===== src/rtl/serializer_pkg.sv =====
// Shared constants for the bit serializer and the downstream sequence-detector bench.
// Holds the state encoding and the gap-counter sizing.
package serializer_pkg;

  typedef enum logic [1:0] {
    IDLE  = 2'd0,
    SHIFT = 2'd1,
    GAP   = 2'd2
  } serState_t;

  localparam int GAP_CNT_W = 4;
  localparam int MAX_GAP   = 15;

  function automatic logic stateIsBusy(input serState_t s);
    return (s == SHIFT) || (s == GAP);
  endfunction

endpackage


===== src/rtl/bit_serializer.sv =====
// Parallel-to-serial converter: accepts a WIDTH-bit word on a valid/ready handshake and
// shifts it out one bit per cycle on x, optionally followed by GAP_CYCLES idle cycles.
module bit_serializer
  import serializer_pkg::*;
#(
  parameter int WIDTH      = 8,
  parameter int MSB_FIRST  = 1,
  parameter int GAP_CYCLES = 0
) (
  input  logic             clk,
  input  logic             rst,
  input  logic [WIDTH-1:0] in_data,
  input  logic             in_valid,
  output logic             in_ready,
  output logic             x,
  output logic             x_valid,
  output logic             word_done,
  output logic             busy
);

  localparam int CNT_W = $clog2(WIDTH);
  localparam logic [CNT_W-1:0]     LAST_BIT = CNT_W'(WIDTH - 1);
  localparam logic [GAP_CNT_W-1:0] LAST_GAP = GAP_CNT_W'((GAP_CYCLES > 0) ? GAP_CYCLES - 1 : 0);

  serState_t              state_q, state_d;
  logic [CNT_W-1:0]       bitCnt_q, bitCnt_d;
  logic [GAP_CNT_W-1:0]   gapCnt_q, gapCnt_d;
  logic [WIDTH-1:0]       shiftReg_q, shiftReg_d;
  logic                   x_q, x_d;
  logic                   xValid_q, xValid_d;
  logic                   wordDone_q, wordDone_d;
  logic                   readyRaw;
  logic                   load;
  logic                   advance;
  logic                   lastBit;

  assign lastBit = (bitCnt_q == LAST_BIT);

  // Next-state logic; load and advance are decoded first, then applied to the datapath below.
  always_comb begin
    state_d    = state_q;
    bitCnt_d   = bitCnt_q;
    gapCnt_d   = gapCnt_q;
    shiftReg_d = shiftReg_q;
    x_d        = 1'b0;
    xValid_d   = 1'b0;
    wordDone_d = 1'b0;
    readyRaw   = 1'b0;
    load       = 1'b0;
    advance    = 1'b0;

    case (state_q)
      SHIFT: begin
        if (!lastBit) begin
          advance = 1'b1;
        end else if (GAP_CYCLES > 0) begin
          state_d  = GAP;
          gapCnt_d = '0;
          bitCnt_d = '0;
        end else begin
          readyRaw = 1'b1;
          bitCnt_d = '0;
          if (in_valid) begin
            load = 1'b1;
          end else begin
            state_d = IDLE;
          end
        end
      end
      GAP: begin
        if (gapCnt_q == LAST_GAP) begin
          state_d  = IDLE;
          gapCnt_d = '0;
        end else begin
          gapCnt_d = gapCnt_q + 1'b1;
        end
      end
      default: begin
        readyRaw = 1'b1;
        if (in_valid) begin
          load = 1'b1;
        end else begin
          state_d = IDLE;
        end
      end
    endcase

    // The first bit goes straight to x on the transfer edge, so the register keeps the rest.
    if (load) begin
      state_d  = SHIFT;
      bitCnt_d = '0;
      xValid_d = 1'b1;
      if (MSB_FIRST != 0) begin
        x_d        = in_data[WIDTH-1];
        shiftReg_d = in_data << 1;
      end else begin
        x_d        = in_data[0];
        shiftReg_d = in_data >> 1;
      end
    end

    if (advance) begin
      bitCnt_d   = bitCnt_q + 1'b1;
      xValid_d   = 1'b1;
      wordDone_d = (bitCnt_d == LAST_BIT);
      if (MSB_FIRST != 0) begin
        x_d        = shiftReg_q[WIDTH-1];
        shiftReg_d = shiftReg_q << 1;
      end else begin
        x_d        = shiftReg_q[0];
        shiftReg_d = shiftReg_q >> 1;
      end
    end
  end

  always_ff @(posedge clk) begin
    if (!rst) begin
      state_q    <= IDLE;
      bitCnt_q   <= '0;
      gapCnt_q   <= '0;
      shiftReg_q <= '0;
      x_q        <= 1'b0;
      xValid_q   <= 1'b0;
      wordDone_q <= 1'b0;
    end else begin
      state_q    <= state_d;
      bitCnt_q   <= bitCnt_d;
      gapCnt_q   <= gapCnt_d;
      shiftReg_q <= shiftReg_d;
      x_q        <= x_d;
      xValid_q   <= xValid_d;
      wordDone_q <= wordDone_d;
    end
  end

  assign in_ready  = readyRaw & rst;
  assign x         = x_q;
  assign x_valid   = xValid_q;
  assign word_done = wordDone_q;
  assign busy      = stateIsBusy(state_q);

endmodule

===== config.mk =====
export PLATFORM = sky130hd
export DESIGN_NAME = bit_serializer
export DESIGN_NICKNAME = d
export VERILOG_FILES = /design/src/rtl/serializer_pkg.sv /design/src/rtl/bit_serializer.sv
export SDC_FILE = /design/constraint.sdc
export NUM_CORES = 1
export LEC_CHECK = 0
export ABC_AREA = 0
export BUFFER_PORTS_ARGS = -buffer_cell sky130_fd_sc_hd__buf_2
export CAP_MARGIN = 20
export CORE_AREA = 2 2 39 41
export CTS_BUF_LIST = sky130_fd_sc_hd__clkbuf_2 sky130_fd_sc_hd__clkbuf_4 sky130_fd_sc_hd__clkbuf_8
export CTS_CLUSTER_DIAMETER = 30
export DETAILED_ROUTE_END_ITERATION = 7
export DIE_AREA = 0 0 41 43
export PLACE_DENSITY = 0.74
export REMOVE_ABC_BUFFERS = 1
export SLEW_MARGIN = 5
export SYNTH_ARGS = -nofsm -noshare
export SYNTH_HDL_FRONTEND = slang
export SYNTH_SLANG_ARGS = --single-unit

===== constraint.sdc =====
create_clock -name clk -period 4.1 [get_ports clk]
set_input_delay 0.82 -clock clk [delete_from_list [all_inputs] [get_ports clk]]
set_output_delay 0.82 -clock clk [all_outputs]
set_load 0.1 [all_outputs]

==> results of run 1 <==
## through the flow
step	instances	hold slack (ns)	cell area, um2	utilization, %
6_report	93	0.486	733	53.0
5_1_grt	93	0.504	733	53.0
4_1_cts	93	0.486	733	53.0
3_5_place_dp	90	0.474	711	51.4
3_3_place_gp	90	0.452	711	51.4
2_1_floorplan	59	0.440	616	-
## routing by layer
metal  GRT usage, %  vias to the layer above  share of wire (%)
li1               -                      251                  -
met1           19.2                      207                 46
met2           20.6                       17                 46
met3           4.71                        0                7.5
met4           8.00                        0                  0
met5              0                        -                  0
## critical path, delay by kind of cell, from the launching register on
| kind | cells | cell delay, ns |
|---|---|---|
| simple gates | 2 | 0.42 |
| buf+inv | 1 | 0.42 |
| flops | 1 | 0.38 |
| fa+ha+maj | 2 | 0.36 |
## final timing paths
path | cells after the start | slack (ns) | endpoint
worst max-delay path | 5 | 1.43 | in_ready
worst min-delay path | 2 | 0.49 | x
worst max register to register | 5 | 2.70 | shiftReg_q[1]
worst min register to register | 2 | 0.49 | x
## cells in the final DEF (no fill, tap or decap)
cell type / instances
sky130_fd_sc_hd__buf_2: 15
sky130_fd_sc_hd__dfxtp_1: 14
sky130_fd_sc_hd__mux2i_1: 7
sky130_fd_sc_hd__a21oi_1: 7
sky130_fd_sc_hd__inv_1: 3
sky130_fd_sc_hd__o21ai_2: 3
sky130_fd_sc_hd__o21ai_0: 3
sky130_fd_sc_hd__ha_1: 3
sky130_fd_sc_hd__clkbuf_4: 3
sky130_fd_sc_hd__o32ai_1: 2
sky130_fd_sc_hd__and2_1: 2
sky130_fd_sc_hd__nor2_1: 2
sky130_fd_sc_hd__o21a_1: 2
sky130_fd_sc_hd__nand2_1: 2
sky130_fd_sc_hd__nand3_1: 2
sky130_fd_sc_hd__nand2b_4: 1
sky130_fd_sc_hd__and2_4: 1
sky130_fd_sc_hd__nor2b_4: 1
sky130_fd_sc_hd__nor3b_1: 1
sky130_fd_sc_hd__nor2b_1: 1
sky130_fd_sc_hd__and2b_2: 1
sky130_fd_sc_hd__a21boi_2: 1
## kinds of logic (layout without fill, tap and decap cells)
group / Yosys count / after routing / synth area share [%]
muxes: 7 / 7 / 10.8
DFF: 14 / 14 / 43.2
AOI/OAI and AO/OA: 18 / 18 / 18.5
and+or+nand+nor: 14 / 14 / 14.8
adders and majority gates: 3 / 3 / 5.78
buffers and inverters: 7 / 21 / 6.94
## power by group through the flow
stage	Clock, mW	Sequential (mW)	Combinational (mW)
after global routing	0.0822	0.152	0.0585
after floorplan	0	0.166	0.0261
after CTS	0.0783	0.151	0.0542
after global placement	0	0.153	0.0529
final	0.0753	0.150	0.0535
after detailed placement	0	0.154	0.0541
## state kept, by name, summed over array words and instances (netlist names)
register,flops
shiftReg_q,7
bitCnt_q,3
state_q,1
word_done,1
x,1
x_valid,1
## final cells by class
| type | instances | share of cell area [%] |
|---|---|---|
| Clock buffer | 3 | 3.07 |
| Inverter | 3 | 1.54 |
| Multi-Input combinational cell | 42 | 44.2 |
| Sequential cell | 14 | 38.2 |
| Tap cell | 16 | 2.73 |
| Timing Repair Buffer | 15 | 10.2 |
==> out/results.md, run 1 <==
| Stage | Quantity | Reported |
| --- | --- | --- |
| status | Run status | finished, final reports clean |
| synthesis | Area share of the leading cell type in the synthesized netlist | 43.2% |
| final layout | Area of the multi-input gates | 324 um2 |
| final layout | Layout fillers | 129 |
| pwr | Logic pwr share | 19.2% |
| synthesis | Predominant post-synthesis flop cell | sky130_fd_sc_hd__dfxtp_1 |
| cts | Clk pin slew, worst setup/hold paths | 0.08 ns |
| drt | Final WL | 1050 um |
| final layout | Fraction of layout instances using a drive strength above 1 | 33.8% |
| synthesis | Yosys reg bits | 14 |
| cts | Postcts setup bufs | 0 |
| final layout | Register cell area after layout | 280 um2 |
| worst setup path | Startpoint Class | register |
| drt | Number of violations reported at the end of detailed-routing iteration 0 | 7 |
| placement | IO Port Bufs | 15 |
| pwr | Static leakage power | 0.327 nW |
| cts | Clock tree root buffer cell | sky130_fd_sc_hd__clkbuf_4 |
| grt | Leftover overflow at the end of global routing | 0 |
| pwr | Switching Fraction | 29.7% |
| synthesis | Syn Std Cell Area | 649 um2 |
| job | Number of max-cap violations | 0 |
| synthesis | Syn. warnings | 0 |
| cts | Clock tree from TritonCTS | yes |
| pwr | VDD IR max | 0.238 mV |
| sta | Tightest slew margin relative to the limit | 67.5% |
| worst setup path | Crit Path Category | register to output port |
| sta | Setup repair after global routing missed its margin | false |
| drt | Mean number of vias per cell | 5.11 |
| synthesis | Distinct cell type count after synthesis | 23 |
| synthesis | Sequential fraction of the synthesis area | 43.2% |
| pwr | Switching Power | 0.0829 mW |
| sta | Clock tree skew after final layout | 0.000433 ns |
| synthesis | Instance count of the mapped netlist | 63 |
| sta | PnR worst setup slack | 1.43 ns |
| synthesis | Async set-reset flop share out of synthesis | 0% |
| placement | Placer's final routability congestion estimate | 0.651 |
| drt | Drt wl/cell | 11.3 um |
| worst setup path | Ordered cell list for the critical path | ha_1, ha_1, nand2b_4, and2_4, buf_2 |
| sta | Clock period minus worst slack | 2.67 ns |
| die | Cell row count | 14 |
| sta | Total negative slack | 0 ns |
| sta | Slew Viols, Final | 0 |
| drt | DRC errors left | 0 |
| die | I/O pin count | 16 |
| final layout | Number of inserted diodes | 0 |
| drt | Antenna Violating Nets Remaining | 0 |
| synthesis | Count of flip-flops with a built-in enable after synthesis | 0 |
| synthesis | Cells taking the most area after synthesis | sky130_fd_sc_hd__dfxtp_1 (43%), sky130_fd_sc_hd__mux2i_1 (11%), sky130_fd_sc_hd__ha_1 (5.8%), sky130_fd_sc_hd__a21oi_1 (5.4%), sky130_fd_sc_hd__o21ai_2 (4.0%) |
| worst setup path | Launch point of the worst reg-to-reg path | bitCnt_q[0] |
| die | Die Span Y | 43 um |
| synthesis | Largest area contributor in the synthesized netlist | sky130_fd_sc_hd__dfxtp_1 |
| worst setup path | Worst stage delay on the critical path | 0.42 ns |
| worst setup path | CP dominant cell by count | sky130_fd_sc_hd__ha_1 |
| final layout | Layout net count | 93 |
| pwr | Sequential power share | 53.9% |
| min path | Hold_sp | shiftReg_q[7] |
| pwr | Cell Int Power | 0.196 mW |
| grt | Aggregate global-route resource usage | 14.7% |
| min path | Classification of the worst-slack hold path | register to register |
| placement | DP Worst Slack | 1.62 ns |
| pwr | Clock Power Share | 27.0% |
| grt | Vias in the first global route | 445 |
| die | Core area | 1380 um2 |
| cts | Largest buffer count on any clock path | 2 |
| drt | Number of iterations in the first detailed-routing pass | 4 |
| sta | Slew at the pin with the worst max-slew slack | 0.490 ns |
| cts | Clock sink count | 14 |
| sta | Fmax | 374 MHz |
| sta | Final Hold Viols | 0 |
| grt | Global-route wire length before repair | 1750 um |
| sta | Final setup violating endpoints | 0 |
| pwr | Pwr dens | 381 nW/um2 |
| synthesis | Cell with the most instances after synthesis | sky130_fd_sc_hd__dfxtp_1 |
| worst setup path | CP Data Arrival Time | 1.85 ns |
| worst setup path | Worst setup path start | bitCnt_q[0] |
| worst setup path | Largest driver fanout on the critical path | 16 |
| sta | Final critical-path share of the clock period | 65.2% |
| die | X dimension of the die | 41 um |
| synthesis | Post-Syn Area per Cell | 10.3 um2 |
| cts | Num CTS Buffers | 3 |
| final layout | Layout Area Growth over Synthesis | 12.9% |
| grt | Maximum number of pins on one net before global-route repair | 17 |
| cts | Hold buffers post-CTS | 0 |
| worst setup path | Required @ worst endpoint | 3.28 ns |
| die | Starting Density | 46.9% |
| die | Full die area | 1760 um2 |
| cts | Clock latency at the later pin of the worst-skew pair | 0.27 ns |
| cts | CTS H-tree depth | 1 |
| worst setup path | Crit-path slowest cell | sky130_fd_sc_hd__buf_2 |
| grt | Initial antenna violation count | 0 |
| worst setup path | Worst setup EP type | output port |
| drt | Via count of the routed design | 475 |
| cts | Count of cells resized by post-cts repair | 0 |
| pwr | Overall power | 0.279 mW |
| synthesis | Commonest cells post-synth | sky130_fd_sc_hd__dfxtp_1 (14), sky130_fd_sc_hd__a21oi_1 (7), sky130_fd_sc_hd__mux2i_1 (7) |
Note: power is estimated with default switching activity, not from simulation.
==> inputs of run 2 (changes only) <==
==> constraint.sdc (replaced) <==
create_clock -name clk -period 2.54 [get_ports clk]
set_input_delay 0.508 -clock clk [delete_from_list [all_inputs] [get_ports clk]]
set_output_delay 0.508 -clock clk [all_outputs]
set_load 0.1 [all_outputs]
==> out/results.md, run 2 (synthesized netlist as in run 1, its figures left out) <==
| Stage | Quantity | Reported | vs previous |
| --- | --- | --- | --- |
| worst setup path | Worst setup path start | bitCnt_q[0] | unchanged |
| die | Core area | 1380 um2 | unchanged |
| sta | Final Hold Viols | 0 | unchanged |
| drt | Via count of the routed design | 473 | was 475 |
| die | Die Span Y | 43 um | unchanged |
| final layout | Layout net count | 93 | unchanged |
| pwr | Pwr dens | 657 nW/um2 | was 381 nW/um2 |
| final layout | Top library cells by usage in the layout, fill and taps aside | sky130_fd_sc_hd__buf_2 (15), sky130_fd_sc_hd__dfxtp_1 (14), sky130_fd_sc_hd__mux2i_1 (7), sky130_fd_sc_hd__a21oi_1 (7) | unchanged |
| sta | Final critical-path share of the clock period | 93.2% |  |
| pwr | Static leakage power | 0.334 nW | was 0.327 nW |
| final layout | Max reg flops | 7 | unchanged |
| final layout | Layout Area Growth over Synthesis | 15.0% | was 12.9% |
| job | Number of max-cap violations | 0 | unchanged |
| drt | Antenna Violating Nets Remaining | 0 | unchanged |
| cts | CTS H-tree depth | 1 | unchanged |
| worst setup path | Required @ worst endpoint | 2.03 ns | was 3.28 ns |
| drt | Drt wl/cell | 11.0 um | was 11.3 um |
| pwr | VDD IR max | 0.317 mV | was 0.238 mV |
| min path | Hold EP | x | unchanged |
| placement | Half-perimeter wire length after placement | 736 um |  |
| cts | Largest buffer count on any clock path | 2 | unchanged |
| sta | Slew at the pin with the worst max-slew slack | 0.485 ns | was 0.490 ns |
| placement | Post-placement cell count | 90 | unchanged |
| die | Full die area | 1760 um2 | unchanged |
| die | X dimension of the die | 41 um | unchanged |
| die | Cell row count | 14 | unchanged |
| min path | Hold_sp | shiftReg_q[7] | unchanged |
| drt | DRC errors left | 0 | unchanged |
| worst setup path | Startpoint Class | register | unchanged |
| drt | Final WL | 1040 um | was 1050 um |
| sta | Final hold slack | 0.468 ns | was 0.486 ns |
| final layout | Register with the highest flop count | shiftReg_q | unchanged |
| worst setup path | Crit Path Category | register to output port | unchanged |
| grt | Vias in the first global route | 408 | was 445 |
| drt | Mean number of vias per cell | 5.03 | was 5.11 |
| worst setup path | Launch point of the worst reg-to-reg path | bitCnt_q[0] | unchanged |
| worst setup path | Worst Reg2Reg Path Length in Cells | 5 | unchanged |
| status | Run status | finished, final reports clean | unchanged |
| cts | Count of cells resized by post-cts repair | 0 | unchanged |
| sta | Tightest slew margin relative to the limit | 67.9% | was 67.5% |
| sta | Slew Viols, Final | 0 | unchanged |
| worst setup path | Worst setup EP type | output port | unchanged |
| grt | Aggregate global-route resource usage | 14.1% | was 14.7% |
| worst setup path | Worst flop-to-flop path endpoint | shiftReg_q[1] | unchanged |
| grt | Leftover overflow at the end of global routing | 0 | unchanged |
| placement | Placer's final routability congestion estimate | 0.663 | was 0.651 |
| final layout | Layout Cells excl Fill | 94 | was 93 |
| die | I/O pin count | 16 | unchanged |
| grt | Global-route wire length before repair | 1670 um | was 1750 um |
| sta | Setup repair after global routing missed its margin | false | unchanged |
| worst setup path | FF-to-FF setup slack | 1.13 ns | was 2.70 ns |
| min path | Classification of the worst-slack hold path | register to register | unchanged |
| final layout | Fraction of layout instances using a drive strength above 1 | 34.6% | was 33.8% |
| cts | Clock tree from TritonCTS | yes | unchanged |
| cts | Clock latency at the later pin of the worst-skew pair | 0.28 ns | was 0.27 ns |
| final layout | Most common cell after layout, fill and taps aside | sky130_fd_sc_hd__buf_2 | unchanged |
| min path | Hold-critical path depth | 2 | unchanged |
| final layout | Largest registers | shiftReg_q (7), bitCnt_q (3) | unchanged |
| sta | Total negative slack | 0 ns | unchanged |
| die | Starting Density | 46.9% | unchanged |
| cts | Clk pin slew, worst setup/hold paths | 0.09 ns | was 0.08 ns |
| final layout | Number of inserted diodes | 0 | unchanged |
| worst setup path | Largest driver fanout on the critical path | 16 | unchanged |
| sta | Clock period minus worst slack | 2.37 ns |  |
| placement | Post-detailed-placement cell area | 711 um2 | unchanged |
| grt | Initial antenna violation count | 0 | unchanged |
| drt | Number of violations reported at the end of detailed-routing iteration 0 | 3 | was 7 |
| drt | Number of iterations in the first detailed-routing pass | 2 | was 4 |
| sta | Clock tree skew after final layout | 0.00549 ns | was 0.000433 ns |
| sta | Fmax | 423 MHz |  |
| sta | Final setup violating endpoints | 0 | unchanged |
| placement | IO Port Bufs | 15 | unchanged |
| cts | Postcts setup bufs | 0 | unchanged |
| worst setup path | CP Data Arrival Time | 1.86 ns | was 1.85 ns |
| cts | Num CTS Buffers | 3 | unchanged |
| grt | Maximum number of pins on one net before global-route repair | 17 | unchanged |
| final layout | Final instance area | 747 um2 | was 733 um2 |
| cts | Clock tree root buffer cell | sky130_fd_sc_hd__clkbuf_4 | unchanged |
| cts | Hold buffers post-CTS | 0 | unchanged |
| cts | Clock sink count | 14 | unchanged |
run 2: changes by cell type in the layout (fill, tap and decap cells not counted):
| cell | delta |
|---|---|
| sky130_fd_sc_hd__clkbuf_8 | +1 |
run 2: cell type report:
| cell class | instances | area, um2 |
|---|---|---|
| clock buffers | 4 | 36.3 |
| well taps | 16 | 20.0 |
| flip-flops and latches | 14 | 280 |
| fillers | 138 | 637 |
| inverters | 3 | 11.3 |
| repair buffers | 15 | 75.1 |
| multi-input cells | 42 | 324 |
run 2: critical path, stage by stage (launching register included):
cell and delay (ns):
sky130_fd_sc_hd__dfxtp_1 0.37, sky130_fd_sc_hd__ha_1 0.16, sky130_fd_sc_hd__ha_1 0.21, sky130_fd_sc_hd__nand2b_4 0.25
sky130_fd_sc_hd__and2_4 0.17, sky130_fd_sc_hd__buf_2 0.41
run 2: per-stage QoR:
step | setup WS (ns) | util (%) | power, mW
after global routing | 0.0649 | 54.0 | 0.508
final | 0.174 | 54.0 | 0.491
after detailed placement | 0.478 | 51.4 | 0.335
after floorplan | 0.409 | - | 0.311
after global placement | 0.530 | 51.4 | 0.333
after CTS | 0.155 | 54.0 | 0.494
run 2: worst max-delay path by stage:
stage | endpoint | slack [ns] | cells past startpoint
floorplan | in_ready | 0.41 | 2
global placement | in_ready | 0.53 | 5
detailed placement | in_ready | 0.48 | 5
CTS | in_ready | 0.15 | 5
global route | in_ready | 0.06 | 5
finish | in_ready | 0.17 | 5
run 2: layer usage:
metal / track usage, % / vias up / routed length (um)
met3: 3.14 / 2 / 60
met2: 20.0 / 14 / 462
met4: 10.0 / 0 / 15
met1: 17.9 / 208 / 497
met5: 0 / - / 0
li1: - / 249 / -
run 2: power by group:
group	switching, mW	internal (mW)	leakage [nW]
Sequential	0.00914	0.233	0.115
Combinational	0.0571	0.0287	0.198
Clock	0.0755	0.0871	0.0210
==> inputs of run 3 (changes only) <==
--- a/config.mk
+++ b/config.mk
@@ -8,12 +8,12 @@
 export ABC_AREA = 0
 export BUFFER_PORTS_ARGS = -buffer_cell sky130_fd_sc_hd__buf_2
 export CAP_MARGIN = 20
-export CORE_AREA = 2 2 39 41
+export CORE_UTILIZATION = 42
 export CTS_BUF_LIST = sky130_fd_sc_hd__clkbuf_2 sky130_fd_sc_hd__clkbuf_4 sky130_fd_sc_hd__clkbuf_8
 export CTS_CLUSTER_DIAMETER = 30
 export DETAILED_ROUTE_END_ITERATION = 7
-export DIE_AREA = 0 0 41 43
-export PLACE_DENSITY = 0.74
+export MAX_ROUTING_LAYER = met4
+export PLACE_DENSITY = 0.65
 export REMOVE_ABC_BUFFERS = 1
 export SLEW_MARGIN = 5
 export SYNTH_ARGS = -nofsm -noshare
==> out/results.md, run 3 (synthesized netlist as in run 1, its figures left out) <==
| Stage | Quantity | Reported | vs previous |
| --- | --- | --- | --- |
| die | Die Span Y | 41.3 um | was 43 um |
| die | X dimension of the die | 41.3 um | was 41 um |
| drt | Final WL | 1000 um | was 1040 um |
| grt | Initial antenna violation count | 0 | unchanged |
| placement | IO Port Bufs | 15 | unchanged |
| placement | Placer's final routability congestion estimate | 0.734 | was 0.663 |
| placement | Post-placement cell count | 89 | was 90 |
| placement | DP Worst Slack | 0.483 ns | was 0.478 ns |
| cts | CTS H-tree depth | 1 | unchanged |
| cts | Postcts setup bufs | 0 | unchanged |
| final layout | Fraction of layout instances using a drive strength above 1 | 34.6% | unchanged |
| worst setup path | Top delay family on crit path | simple AND/OR/NAND/NOR gates | unchanged |
| grt | Vias in the first global route | 389 | was 408 |
| drt | Mean number of vias per cell | 5.06 | was 5.03 |
| drt | Antenna Violating Nets Remaining | 0 | unchanged |
| cts | Clock latency at the later pin of the worst-skew pair | 0.28 ns | about the same |
| worst setup path | CP Data Arrival Time | 1.86 ns | about the same |
| final layout | Most common cell after layout, fill and taps aside | sky130_fd_sc_hd__buf_2 | unchanged |
| drt | Number of iterations in the first detailed-routing pass | 4 | was 2 |
| worst setup path | Crit Path Category | register to output port | unchanged |
| pwr | Pwr dens | 657 nW/um2 | about the same |
| drt | Number of violations reported at the end of detailed-routing iteration 0 | 8 | was 3 |
| die | Full die area | 1710 um2 | was 1760 um2 |
| pwr | Clock Power Share | 33.0% | was 33.1% |
| pwr | Logic pwr share | 17.5% | about the same |
| grt | Global-route wire length before repair | 1710 um | was 1670 um |
| sta | Clock period minus worst slack | 2.37 ns | about the same |
| final layout | Layout Area Growth over Synthesis | 14.8% | was 15.0% |
| cts | Num CTS Buffers | 3 | unchanged |
| grt | Aggregate global-route resource usage | 17.1% | was 14.1% |
| drt | DRC errors left | 0 | unchanged |
| sta | Setup repair after global routing missed its margin | false | unchanged |
| pwr | Static leakage power | 0.334 nW | unchanged |
| final layout | Register with the highest flop count | shiftReg_q | unchanged |
| sta | Tightest slew margin relative to the limit | 68.0% | was 67.9% |
| sta | PnR worst setup slack | 0.172 ns | was 0.174 ns |
| sta | Slew Viols, Final | 0 | unchanged |
| pwr | Sequential power share | 49.4% | about the same |
| pwr | Switching Fraction | 28.8% | was 28.9% |
| sta | Fmax | 422 MHz | was 423 MHz |
| sta | Final hold slack | 0.459 ns | was 0.468 ns |
| worst setup path | Number of buffer and inverter stages on the critical path | 1 | unchanged |
| sta | Clock tree skew after final layout | 0.00385 ns | was 0.00549 ns |
| sta | Total negative slack | 0 ns | unchanged |
| cts | Clock tree root buffer cell | sky130_fd_sc_hd__clkbuf_4 | unchanged |
| drt | Drt wl/cell | 10.8 um | was 11.0 um |
| sta | Final critical-path share of the clock period | 93.2% | about the same |
| drt | Via count of the routed design | 471 | was 473 |
| cts | Clock tree from TritonCTS | yes | unchanged |
| grt | Leftover overflow at the end of global routing | 0 | unchanged |
| worst setup path | Worst setup EP type | output port | unchanged |
| final layout | Largest registers | shiftReg_q (7), bitCnt_q (3) | unchanged |
| final layout | Top library cells by usage in the layout, fill and taps aside | sky130_fd_sc_hd__buf_2 (15), sky130_fd_sc_hd__dfxtp_1 (14), sky130_fd_sc_hd__mux2i_1 (7), sky130_fd_sc_hd__a21oi_1 (7) | unchanged |
| final layout | Layout net count | 93 | unchanged |
| pwr | Cell Int Power | 0.349 mW | about the same |
| status | Run status | finished, final reports clean | unchanged |
| cts | Hold buffers post-CTS | 0 | unchanged |
| placement | Half-perimeter wire length after placement | 698 um | was 736 um |
| cts | Count of cells resized by post-cts repair | 0 | unchanged |
| cts | Clock sink count | 14 | unchanged |
| sta | Final setup violating endpoints | 0 | unchanged |
| worst setup path | Required @ worst endpoint | 2.03 ns | about the same |
| final layout | Layout Cells excl Fill | 93 | was 94 |
| cts | Largest buffer count on any clock path | 2 | unchanged |
| job | Number of max-cap violations | 0 | unchanged |
| sta | Slew at the pin with the worst max-slew slack | 0.484 ns | was 0.485 ns |
| grt | Maximum number of pins on one net before global-route repair | 17 | unchanged |
| pwr | VDD IR max | 0.364 mV | was 0.317 mV |
| die | Core area | 1370 um2 | was 1380 um2 |
| worst setup path | Startpoint Class | register | unchanged |
| pwr | Switching Power | 0.141 mW | was 0.142 mW |
| die | I/O pin count | 16 | unchanged |
| die | Starting Density | 47.5% | was 46.9% |
| worst setup path | CP dominant cell by count | sky130_fd_sc_hd__ha_1 | unchanged |
| worst setup path | Worst stage delay on the critical path | 0.41 ns | about the same |
| worst setup path | Crit-path slowest cell | sky130_fd_sc_hd__buf_2 | unchanged |
| cts | Clk pin slew, worst setup/hold paths | 0.09 ns | about the same |
| worst setup path | Ordered cell list for the critical path | ha_1, ha_1, nand2b_4, and2_4, buf_2 | unchanged |
| final layout | Max reg flops | 7 | unchanged |
| min path | Classification of the worst-slack hold path | register to register | unchanged |
| sta | Final Hold Viols | 0 | unchanged |
| die | Cell row count | 13 | was 14 |
| worst setup path | Largest driver fanout on the critical path | 16 | unchanged |
| final layout | Number of inserted diodes | 0 | unchanged |
run 3: cell counts in the layout (fill, tap and decap cells not counted):
No cell type changed its count.
run 3: worst paths after layout:
kind,from,endpoint,slack [ns],cells after the start
setup reg to reg,bitCnt_q[0],shiftReg_q[1],1.13,5
hold / removal,shiftReg_q[7],x,0.46,2
hold reg to reg,shiftReg_q[7],x,0.46,2
setup / recovery,bitCnt_q[0],in_ready,0.17,5
run 3: final cells by class:
type                    instances  area (um2)
fillers                       134         621
well taps                      15        18.8
clock buffers                   4        36.3
multi-input cells              42         324
inverters                       3        11.3
repair buffers                 15        75.1
flip-flops and latches         14         280
run 3: power groups by stage:
stage               Sequential (mW)  Combinational [mW]  Clock [mW]
floorplan                     0.269              0.0421           0
global placement              0.247              0.0861           0
detailed placement            0.248              0.0871           0
CTS                           0.243              0.0872       0.169
global route                  0.245              0.0937       0.180
finish                        0.242              0.0860       0.162
run 3: worst min-delay path: stages, from the launching register on:
cell and delay [ns]:
sky130_fd_sc_hd__dfxtp_1 0.32, sky130_fd_sc_hd__nand2_1 0.07, sky130_fd_sc_hd__a21boi_2 0.04
run 3: per-stage QoR:
stage               power (mW)  utilization (%)  area [um2]
floorplan                0.311                -         616
CTS                      0.499             54.6         746
global placement         0.333             51.9         709
finish                   0.490             54.6         746
global route             0.519             54.6         746
detailed placement       0.335             51.9         709
run 3: metal layers:
layer	routed length (um)	vias to the layer above	global-route usage [%]
met4	8	0	12.1
met5	0	-	-
met2	477	14	27.3
met3	57	2	6.38
met1	457	206	17.0
li1	-	249	-
